File: config.mk
export PLATFORM = sky130hd
export DESIGN_NAME = seg_hex595_scan_flat
export DESIGN_NICKNAME = d
export VERILOG_FILES = /design/src/rtl/seg_hex595_scan_if.sv /design/src/rtl/seg_hex595_scan.sv /design/src/flat_wrapper.sv
export SDC_FILE = /design/constraint.sdc
export NUM_CORES = 1
export LEC_CHECK = 0
export CAP_MARGIN = 20
export CORE_ASPECT_RATIO = 0.7
export CORE_MARGIN = 8
export CORE_UTILIZATION = 61
export DETAILED_ROUTE_END_ITERATION = 8
export HOLD_SLACK_MARGIN = 0.08
export PLACE_DENSITY = 0.8
export SYNTH_ARGS = -nofsm -noshare
export SYNTH_HDL_FRONTEND = slang
export SYNTH_SLANG_ARGS = --single-unit
File: constraint.sdc
create_clock -name sys_clk -period 4.46 [get_ports sys_clk]
set_input_delay 0.446 -clock sys_clk [delete_from_list [all_inputs] [get_ports sys_clk]]
set_output_delay 0.446 -clock sys_clk [all_outputs]
set_load 0.05 [all_outputs]
File: src/rtl/seg_hex595_scan_if.sv
// -----------------------------------------------------------------------------
// seg_hex595_scan_if
// Purpose : Bundles the control inputs and the 74HC595 chain outputs of the
//           hex display scanner so they travel as one port.
// Signals : en         scan enable
//           data       4*DIGITS bits, nibble i = hex value of digit i
//           dp         DIGITS bits, decimal point per digit (1 = lit)
//           lz_blank   1 = suppress leading zeros
//           hex_clk    595 shift clock
//           hex_dat    595 serial data
//           hex_str    595 storage strobe
//           frame_done one-cycle pulse after the last digit's hold
// Modports: master drives the controls and observes the chain (user side),
//           slave is the scanner itself.
// -----------------------------------------------------------------------------
interface seg_hex595_scan_if #(
    parameter int DIGITS = 4
);
    logic                en;
    logic [4*DIGITS-1:0] data;
    logic [DIGITS-1:0]   dp;
    logic                lz_blank;
    logic                hex_clk;
    logic                hex_dat;
    logic                hex_str;
    logic                frame_done;

    modport master (
        output en, data, dp, lz_blank,
        input  hex_clk, hex_dat, hex_str, frame_done
    );

    modport slave (
        input  en, data, dp, lz_blank,
        output hex_clk, hex_dat, hex_str, frame_done
    );
endinterface

File: src/rtl/seg_hex595_scan.sv
// -----------------------------------------------------------------------------
// seg_hex595_scan
// Purpose : Drives a multiplexed hex 7-segment display through a 74HC595
//           chain. For each digit a 16-bit word {segment byte, select byte}
//           is shifted out MSB first, latched with a strobe and then held for
//           a refresh interval. Supports per-digit decimal points, leading-zero
//           suppression, segment/select polarity and a frame-done pulse.
// Ports   : sys_clk  system clock
//           sys_rst  asynchronous reset, active high
//           bus      seg_hex595_scan_if.slave (controls in, 595 chain out)
// Params  : DIGITS          digits scanned, 1..8
//           CLK_DIV         sys_clk cycles per hex_clk phase (>= 1)
//           REFRESH_DIV     sys_clk hold cycles after each strobe (>= 1)
//           SEG_ACTIVE_LOW  1: segment byte inverted before shifting
//           DIG_ACTIVE_LOW  1: select byte inverted before shifting
// -----------------------------------------------------------------------------
module seg_hex595_scan #(
    parameter int DIGITS         = 4,
    parameter int CLK_DIV        = 2,
    parameter int REFRESH_DIV    = 1000,
    parameter bit SEG_ACTIVE_LOW = 1'b1,
    parameter bit DIG_ACTIVE_LOW = 1'b1
) (
    input  logic              sys_clk,
    input  logic              sys_rst,
    seg_hex595_scan_if.slave  bus
);

    localparam int DIG_W   = (DIGITS > 1) ? $clog2(DIGITS) : 1;
    localparam int CNT_MAX = (CLK_DIV > REFRESH_DIV) ? CLK_DIV : REFRESH_DIV;
    localparam int CNT_W   = (CNT_MAX > 1) ? $clog2(CNT_MAX) : 1;

    localparam logic [CNT_W-1:0] PHASE_LAST = CNT_W'(CLK_DIV - 1);
    localparam logic [CNT_W-1:0] HOLD_LAST  = CNT_W'(REFRESH_DIV - 1);
    localparam logic [DIG_W-1:0] DIGIT_LAST = DIG_W'(DIGITS - 1);

    typedef enum logic [2:0] {
        S_IDLE,
        S_LOAD,
        S_SHIFT_LO,
        S_SHIFT_HI,
        S_STROBE,
        S_HOLD
    } state_t;

    // Segment pattern {g,f,e,d,c,b,a} for one hex nibble.
    function automatic logic [6:0] hex_font(input logic [3:0] nib);
        logic [6:0] seg;
        seg = 7'h00;
        unique case (nib)
            4'h0: seg = 7'h3F;
            4'h1: seg = 7'h06;
            4'h2: seg = 7'h5B;
            4'h3: seg = 7'h4F;
            4'h4: seg = 7'h66;
            4'h5: seg = 7'h6D;
            4'h6: seg = 7'h7D;
            4'h7: seg = 7'h07;
            4'h8: seg = 7'h7F;
            4'h9: seg = 7'h6F;
            4'hA: seg = 7'h77;
            4'hB: seg = 7'h7C;
            4'hC: seg = 7'h39;
            4'hD: seg = 7'h5E;
            4'hE: seg = 7'h79;
            4'hF: seg = 7'h71;
            default: seg = 7'h00;
        endcase
        return seg;
    endfunction

    // State and datapath registers
    state_t              r_state;
    logic [CNT_W-1:0]    r_cnt;
    logic [3:0]          r_bit;
    logic [DIG_W-1:0]    r_digit;
    logic [15:0]         r_word;
    logic                r_stop;

    // Frame snapshot of the display inputs
    logic [4*DIGITS-1:0] r_snap_data;
    logic [DIGITS-1:0]   r_snap_dp;
    logic                r_snap_lz;

    // Registered 595 outputs
    logic                r_hex_clk;
    logic                r_hex_dat;
    logic                r_hex_str;
    logic                r_frame_done;

    // Next-state values
    state_t              w_state_nxt;
    logic [CNT_W-1:0]    w_cnt_nxt;
    logic [3:0]          w_bit_nxt;
    logic [DIG_W-1:0]    w_digit_nxt;
    logic [15:0]         w_word_nxt;
    logic                w_stop_nxt;
    logic                w_hex_clk_nxt;
    logic                w_hex_dat_nxt;
    logic                w_hex_str_nxt;
    logic                w_frame_done_nxt;

    // Word construction
    logic [4*DIGITS-1:0] w_f_data;
    logic [DIGITS-1:0]   w_f_dp;
    logic                w_f_lz;
    logic [DIGITS-1:0]   w_sup;
    logic [3:0]          w_nib;
    logic [7:0]          w_seg;
    logic [7:0]          w_sel;
    logic [15:0]         w_load_word;
    logic                w_phase_end;
    logic                w_hold_end;
    logic                w_continue;

    // Digit 0 is loaded in the same cycle the snapshot is taken, so it reads
    // the live inputs; every later digit of the frame reads the snapshot.
    assign w_f_data = (r_digit == '0) ? bus.data     : r_snap_data;
    assign w_f_dp   = (r_digit == '0) ? bus.dp       : r_snap_dp;
    assign w_f_lz   = (r_digit == '0) ? bus.lz_blank : r_snap_lz;

    // Leading-zero run from the top digit down; digit 0 is never part of it
    // and a lit decimal point breaks the run.
    always_comb begin
        logic run;
        w_sup = '0;
        run   = w_f_lz;
        for (int i = DIGITS - 1; i >= 1; i--) begin
            run      = run && (w_f_data[4*i +: 4] == 4'h0) && !w_f_dp[i];
            w_sup[i] = run;
        end
    end

    assign w_nib = w_f_data[{r_digit, 2'b00} +: 4];

    always_comb begin
        logic [7:0] seg_raw;
        logic [7:0] sel_raw;
        seg_raw = w_sup[r_digit] ? 8'h00 : {w_f_dp[r_digit], hex_font(w_nib)};
        // Only the current digit's select bit is set; bits >= DIGITS stay 0.
        sel_raw = 8'h01 << r_digit;
        w_seg   = SEG_ACTIVE_LOW ? ~seg_raw : seg_raw;
        w_sel   = DIG_ACTIVE_LOW ? ~sel_raw : sel_raw;
    end

    assign w_load_word = {w_seg, w_sel};
    assign w_phase_end = (r_cnt == PHASE_LAST);
    assign w_hold_end  = (r_cnt == HOLD_LAST);
    // Once en has been seen low during a digit, the scan stops after its hold
    // even if en comes back before the hold ends.
    assign w_continue  = bus.en && !r_stop;

    always_comb begin
        // NOTE: every variable gets a default before the case, so no path
        // leaves one unassigned and no latch is inferred.
        w_state_nxt      = r_state;
        w_cnt_nxt        = r_cnt + 1'b1;
        w_bit_nxt        = r_bit;
        w_digit_nxt      = r_digit;
        w_word_nxt       = r_word;
        w_stop_nxt       = r_stop | ~bus.en;
        w_frame_done_nxt = 1'b0;

        unique case (r_state)
            S_IDLE: begin
                w_cnt_nxt   = '0;
                w_stop_nxt  = 1'b0;
                w_digit_nxt = '0;
                if (bus.en) begin
                    w_state_nxt = S_LOAD;
                end
            end
            S_LOAD: begin
                w_cnt_nxt   = '0;
                w_bit_nxt   = 4'd0;
                w_word_nxt  = w_load_word;
                w_state_nxt = S_SHIFT_LO;
            end
            S_SHIFT_LO: begin
                if (w_phase_end) begin
                    w_cnt_nxt   = '0;
                    w_state_nxt = S_SHIFT_HI;
                end
            end
            S_SHIFT_HI: begin
                if (w_phase_end) begin
                    w_cnt_nxt = '0;
                    if (r_bit == 4'd15) begin
                        w_state_nxt = S_STROBE;
                    end else begin
                        w_bit_nxt   = r_bit + 4'd1;
                        w_word_nxt  = {r_word[14:0], 1'b0};
                        w_state_nxt = S_SHIFT_LO;
                    end
                end
            end
            S_STROBE: begin
                if (w_phase_end) begin
                    w_cnt_nxt   = '0;
                    w_state_nxt = S_HOLD;
                end
            end
            S_HOLD: begin
                if (w_hold_end) begin
                    w_cnt_nxt = '0;
                    if (r_digit == DIGIT_LAST) begin
                        w_frame_done_nxt = 1'b1;
                        w_digit_nxt      = '0;
                        w_state_nxt      = w_continue ? S_LOAD : S_IDLE;
                    end else if (w_continue) begin
                        w_digit_nxt = r_digit + 1'b1;
                        w_state_nxt = S_LOAD;
                    end else begin
                        w_digit_nxt = '0;
                        w_state_nxt = S_IDLE;
                    end
                end
            end
            default: begin
                w_cnt_nxt   = '0;
                w_state_nxt = S_IDLE;
            end
        endcase

        // Outputs are decoded from the next state and registered, so the 595
        // lines come straight off flops and change in step with the state.
        w_hex_clk_nxt = (w_state_nxt == S_SHIFT_HI);
        w_hex_str_nxt = (w_state_nxt == S_STROBE);
        w_hex_dat_nxt = ((w_state_nxt == S_SHIFT_LO) || (w_state_nxt == S_SHIFT_HI))
                        ? w_word_nxt[15] : 1'b0;
    end

    // NOTE: sequential state uses non-blocking assignments only, so every
    // register samples the pre-edge values regardless of statement order.
    always_ff @(posedge sys_clk or posedge sys_rst) begin
        if (sys_rst) begin
            r_state      <= S_IDLE;
            r_cnt        <= '0;
            r_bit        <= 4'd0;
            r_digit      <= '0;
            r_word       <= 16'h0000;
            r_stop       <= 1'b0;
            r_hex_clk    <= 1'b0;
            r_hex_dat    <= 1'b0;
            r_hex_str    <= 1'b0;
            r_frame_done <= 1'b0;
        end else begin
            r_state      <= w_state_nxt;
            r_cnt        <= w_cnt_nxt;
            r_bit        <= w_bit_nxt;
            r_digit      <= w_digit_nxt;
            r_word       <= w_word_nxt;
            r_stop       <= w_stop_nxt;
            r_hex_clk    <= w_hex_clk_nxt;
            r_hex_dat    <= w_hex_dat_nxt;
            r_hex_str    <= w_hex_str_nxt;
            r_frame_done <= w_frame_done_nxt;
        end
    end

    // NOTE: the snapshot is always written before it is read (digit 0 uses
    // the live inputs), so its reset only keeps the power-up state tidy.
    always_ff @(posedge sys_clk or posedge sys_rst) begin
        if (sys_rst) begin
            r_snap_data <= '0;
            r_snap_dp   <= '0;
            r_snap_lz   <= 1'b0;
        end else if ((r_state == S_LOAD) && (r_digit == '0)) begin
            r_snap_data <= bus.data;
            r_snap_dp   <= bus.dp;
            r_snap_lz   <= bus.lz_blank;
        end
    end

    assign bus.hex_clk    = r_hex_clk;
    assign bus.hex_dat    = r_hex_dat;
    assign bus.hex_str    = r_hex_str;
    assign bus.frame_done = r_frame_done;

endmodule

File: src/flat_wrapper.sv
// flat-port wrapper written by rule: the top's interface ports become plain ports
module seg_hex595_scan_flat 
#(
    parameter int DIGITS         = 4,
    parameter int CLK_DIV        = 2,
    parameter int REFRESH_DIV    = 1000,
    parameter bit SEG_ACTIVE_LOW = 1'b1,
    parameter bit DIG_ACTIVE_LOW = 1'b1
)
  (sys_clk, sys_rst, bus_en, bus_data, bus_dp, bus_lz_blank, bus_hex_clk, bus_hex_dat, bus_hex_str, bus_frame_done);
  seg_hex595_scan_if #(.DIGITS(DIGITS)) bus_i ();
  input  logic sys_clk;
  input  logic sys_rst;
  input wire logic [$bits(bus_i.en)-1:0] bus_en;
  input wire logic [$bits(bus_i.data)-1:0] bus_data;
  input wire logic [$bits(bus_i.dp)-1:0] bus_dp;
  input wire logic [$bits(bus_i.lz_blank)-1:0] bus_lz_blank;
  output wire logic [$bits(bus_i.hex_clk)-1:0] bus_hex_clk;
  output wire logic [$bits(bus_i.hex_dat)-1:0] bus_hex_dat;
  output wire logic [$bits(bus_i.hex_str)-1:0] bus_hex_str;
  output wire logic [$bits(bus_i.frame_done)-1:0] bus_frame_done;
  assign bus_i.en = bus_en;
  assign bus_i.data = bus_data;
  assign bus_i.dp = bus_dp;
  assign bus_i.lz_blank = bus_lz_blank;
  assign bus_hex_clk = bus_i.hex_clk;
  assign bus_hex_dat = bus_i.hex_dat;
  assign bus_hex_str = bus_i.hex_str;
  assign bus_frame_done = bus_i.frame_done;
  seg_hex595_scan #(.DIGITS(DIGITS), .CLK_DIV(CLK_DIV), .REFRESH_DIV(REFRESH_DIV), .SEG_ACTIVE_LOW(SEG_ACTIVE_LOW), .DIG_ACTIVE_LOW(DIG_ACTIVE_LOW)) u_core (.sys_clk(sys_clk), .sys_rst(sys_rst), .bus(bus_i));
endmodule
==> results.md <==
- The flow ran to the end, and the final reports show no timing, DRC or antenna violations.
- Of the synthesized area, sequential elements account for 0.446.
- The sort of element at the start of the critical path is a register.
- Dividing the detail-routed wire length by the instance count gives 18.9 um.
- The worst min-delay path class is input pin to async pin.
- The total count of max-transition violations in the final report is 0.
- After global routing the overflow that remains totals 0.
- In this run the mean area of a mapped cell was 11.5 um2.
- The initial utilization of the core area, before any placement, comes to 0.644.
- The count of warnings emitted by yosys is 0.
- The post-synth design cell area is 3420 um2.
- STA puts the critical path data required time at 4.67 ns.
- The internal portion of total power is 0.804 mW.
- The library cells used most frequently in the layout, excluding fill and tap cells, are sky130_fd_sc_hd__dfrtp_1, sky130_fd_sc_hd__clkdlybuf4s50_1, sky130_fd_sc_hd__nor2_1, sky130_fd_sc_hd__nand2_1, sky130_fd_sc_hd__mux2_2.
- The half-perimeter wire length of the detailed placement result is 5.32 mm.
- The post-synthesis xor/xnor area fraction is 0.0282.
- The arithmetic-cell share of the synthesized area counting full adders, half adders and majority gates is 0.0475.
- The arrival time at the worst endpoint is 3.78 ns.
- At the end of routability-driven placement, the weighted congestion stood at 0.918.
- The maximum fanout along the worst path is 17.
- In this run the core area contains 22 standard-cell rows.
- No sink is reached through more buffers than the 2 on the longest clock path.
- The part of the total power dissipated in sequential elements is 0.532.
- Input and output buffers added on the ports amount to 27.
- The post-cts resize count is 0.
- The prevailing post-synth register cell is sky130_fd_sc_hd__dfrtp_1.
- Max-cap violations in this run came to 0.
- IR analysis of the VDD net gives a maximum drop of 0.000229 V.
- Setup repair after global routing left no endpoint under its margin.
- The core region is 5310 um2.
- The worst clock skew is 0.00445 ns.
- The via count of the first global-routing pass came to 2467.
- The synthesized net count is 335.
- Of the cells placed in the final design, the portion with a size suffix greater than 1 is 0.163.
- The clock latency at the later pin of the worst-skew pair is 0.33 ns.
- The critical path in this run is classified as register to register.
- In this run the power density over the cells is 268 nW/um2.
- The remaining antenna violation count after routing is 0.
- The total iterations of the first detailed-routing run is 4.
- The leakage power of the design is 1.84 nW.
- Setup violations remaining at the end of the flow were counted as 0.
- The setup TNS is 0 ns.
- The simple-gate area share of the yosys netlist is 0.151.
- The die covers 8300 um2.
- The number of hold buffers added after CTS was 0.
- The complex-gate fraction of the synthesized area was 0.0885.
- The total routing resource utilization after global routing is 0.193.
- Timing would allow up to 280 MHz.
- Of all flip-flops after synthesis, the portion carrying an async set or reset was 1.00.
- The multiplexer fraction of the synthesized cell area is 0.198.
- Synthesis inferred 61 register bits.
- The number of antenna violations at the first check in global routing is 0.
- The final-layout fill cell count is 355.
- The die is 78.7 um tall.
- For this block, the via count after detailed routing is 2469.
- Synthesis handed over a netlist of 298 instances.
- The library cell used most frequently in the layout, excluding fill and tap cells, is sky130_fd_sc_hd__dfrtp_1.
- After routing the design area is 3880 um2.
- The count of final hold-check violations came to 0.
- The worst slew slack as a fraction of its limit is 0.342.
- From left edge to right edge, the die measures 106 um.
- Dividing the detail-routed via count by the number of cells gives 6.20.
- The number of clock sinks is 61.
- The first global-routing pass estimated 12.8 mm of wire.
- The placement-stage cell area is 3700 um2.
- The signed area change from the synthesized netlist to the final layout is 13.4%.
- Entering global routing, the biggest net connects 44 pins.
- The number of nets in the finished design is 358.
- The synthesized design contains 0 enable-type register cells.
- The fraction of power consumed by the clock network is 0.428.
- The number of antenna cells inserted is 0.
- Clock-pin slew was measured on the worst setup and hold paths at 0.07 ns.
- Subtracting the final worst setup slack from the clock period gives 3.57 ns.
- The I/O pin count is 28.
- The post-CTS repair timing setup buffer count is 0.
- Of the total power, the share spent switching nets is 0.227.
- The transition time at the pin with the least slew margin is 0.987 ns.
- In this run, distinct cell masters in the synthesized netlist total 53.
- The number of buffers inserted during clock tree synthesis is 9.
- The DRC violation total after the first TritonRoute iteration is 229.
- The combinational family with the most area after synthesis is multiplexers.
- The final cycle utilization of the critical path is 0.800.
- The total chip power is 1.04 mW.
- The nature of the critical path endpoint is a register.
- The root buffer cell is sky130_fd_sc_hd__clkbuf_8.
- TritonCTS built the clock tree.
- The DRC violation count after routing is 0.
- The final wirelength is 7.52 mm.
- The switching power of the nets is 0.236 mW.
- The depth of the CTS H-tree is 3.
- The combinational group share of total power is 0.040.
## metal layers
metal  vias up  wire length, um  GRT usage
met1      1228             3580      0.269
met3         5              523     0.0653
met2        89             3360      0.277
met5         -                0          0
met4         0               63     0.0629
li1       1147                -          -
## critical path, cell delays in order (launching register included)
cell and delay [ns]:
sky130_fd_sc_hd__dfrtp_1 0.59, sky130_fd_sc_hd__inv_1 0.32, sky130_fd_sc_hd__ha_1 0.74, sky130_fd_sc_hd__mux2i_1 0.54, sky130_fd_sc_hd__inv_1 0.16, sky130_fd_sc_hd__ha_1 0.29
sky130_fd_sc_hd__mux2_2 0.30, sky130_fd_sc_hd__mux2i_1 0.13, sky130_fd_sc_hd__a21oi_1 0.08, sky130_fd_sc_hd__a221o_1 0.30
## cells in the mapped netlist (3+ instances only)
master | count | area share
sky130_fd_sc_hd__a221o_1 | 7 | 0.020
sky130_fd_sc_hd__nand3_1 | 8 | 0.012
sky130_fd_sc_hd__a22oi_1 | 3 | 0.0066
sky130_fd_sc_hd__ha_1 | 13 | 0.048
sky130_fd_sc_hd__nor2_1 | 26 | 0.029
sky130_fd_sc_hd__nor4_1 | 5 | 0.0091
sky130_fd_sc_hd__xor2_1 | 6 | 0.015
sky130_fd_sc_hd__and3_1 | 5 | 0.0091
sky130_fd_sc_hd__mux4_1 | 7 | 0.054
sky130_fd_sc_hd__buf_2 | 7 | 0.010
sky130_fd_sc_hd__nand2_1 | 23 | 0.025
sky130_fd_sc_hd__dfrtp_1 | 61 | 0.45
sky130_fd_sc_hd__o22ai_1 | 3 | 0.0055
sky130_fd_sc_hd__inv_1 | 11 | 0.012
sky130_fd_sc_hd__or4_1 | 3 | 0.0066
sky130_fd_sc_hd__clkbuf_1 | 7 | 0.0077
sky130_fd_sc_hd__nand4_1 | 5 | 0.0091
sky130_fd_sc_hd__nand3b_1 | 3 | 0.0066
sky130_fd_sc_hd__mux2_2 | 23 | 0.076
sky130_fd_sc_hd__a21oi_1 | 7 | 0.010
sky130_fd_sc_hd__mux2i_1 | 12 | 0.035
sky130_fd_sc_hd__mux4_2 | 3 | 0.020
sky130_fd_sc_hd__a31oi_1 | 3 | 0.0055
sky130_fd_sc_hd__buf_6 | 3 | 0.0099
sky130_fd_sc_hd__xnor2_1 | 5 | 0.013
sky130_fd_sc_hd__nand2b_1 | 3 | 0.0055
sky130_fd_sc_hd__nor2b_1 | 4 | 0.0073
## worst paths after layout
check                                         startpoint                                 to  slack (ns)  depth (start not counted)
hold reg to reg             u_core.r_word[5]$_DFFE_PP0P_       u_core.r_word[5]$_DFFE_PP0P_        0.50                          2
setup / recovery           u_core.r_digit[0]$_DFFE_PP0P_      u_core.r_word[11]$_DFFE_PP0P_        0.89                          9
min in group sys_clk        u_core.r_word[5]$_DFFE_PP0P_       u_core.r_word[5]$_DFFE_PP0P_        0.50                          2
max in group asynchronous                        sys_rst        u_core.r_state[1]$_DFF_PP0_        3.15                          3
hold / removal                                   sys_rst  u_core.r_snap_data[4]$_DFFE_PP0P_        0.42                          2
setup reg to reg           u_core.r_digit[0]$_DFFE_PP0P_      u_core.r_word[11]$_DFFE_PP0P_        0.89                          9
## power groups by stage
| stage | Sequential (mW) | Combinational, mW | Clock, mW |
|---|---|---|---|
| final | 0.553 | 0.0421 | 0.445 |
| after global routing | 0.553 | 0.0461 | 0.480 |
| after CTS | 0.553 | 0.0422 | 0.453 |
| after detailed placement | 0.564 | 0.0419 | 0 |
| after global placement | 0.564 | 0.0418 | 0 |
| after floorplan | 0.564 | 0.0117 | 0 |
## metrics by stage
stage / utilization / std cells / setup slack (ns) / hold slack (ns)
floorplan: - / 298 / 1.59 / 0.457
global placement: 0.697 / 382 / 1.16 / 0.484
detailed placement: 0.697 / 382 / 0.955 / 0.488
CTS: 0.730 / 398 / 0.923 / 0.422
global route: 0.730 / 398 / 0.687 / 0.468
finish: 0.730 / 398 / 0.890 / 0.420
## logic make-up (layout without fill, tap and decap cells)
logic type,count (synthesis),after routing
AND/OR/NAND/NOR,98,98
flip-flops,61,61
multiplexers,47,47
AO/OA/AOI/OAI,39,39
buffers and inverters,29,57
adder cells (fa/ha/maj),13,13
XOR/XNOR,11,11
## final cells by class
type / instances / area, um2 / share of cell area
inverter: 12 / 45.0 / 0.0116
clock buffer: 12 / 155 / 0.0400
tap: 72 / 90.1 / 0.0232
sequential: 61 / 1530 / 0.394
clock inverter: 4 / 22.5 / 0.00581
multi-input combinational: 208 / 1750 / 0.452
timing repair buffer: 29 / 285 / 0.0735
## sequential cells by signal, indices dropped and copies added (netlist names)
name and count:
u_core.r_snap_lz 1, u_core.bus.frame_done 1, u_core.r_bit 4, u_core.r_digit 2, u_core.bus.hex_str 1, u_core.r_cnt 10, u_core.r_state 3, u_core.r_snap_dp 4
u_core.r_snap_data 16, u_core.r_word 16, u_core.bus.hex_dat 1, u_core.r_stop 1, u_core.bus.hex_clk 1
Note: power is estimated with default switching activity, not from simulation.
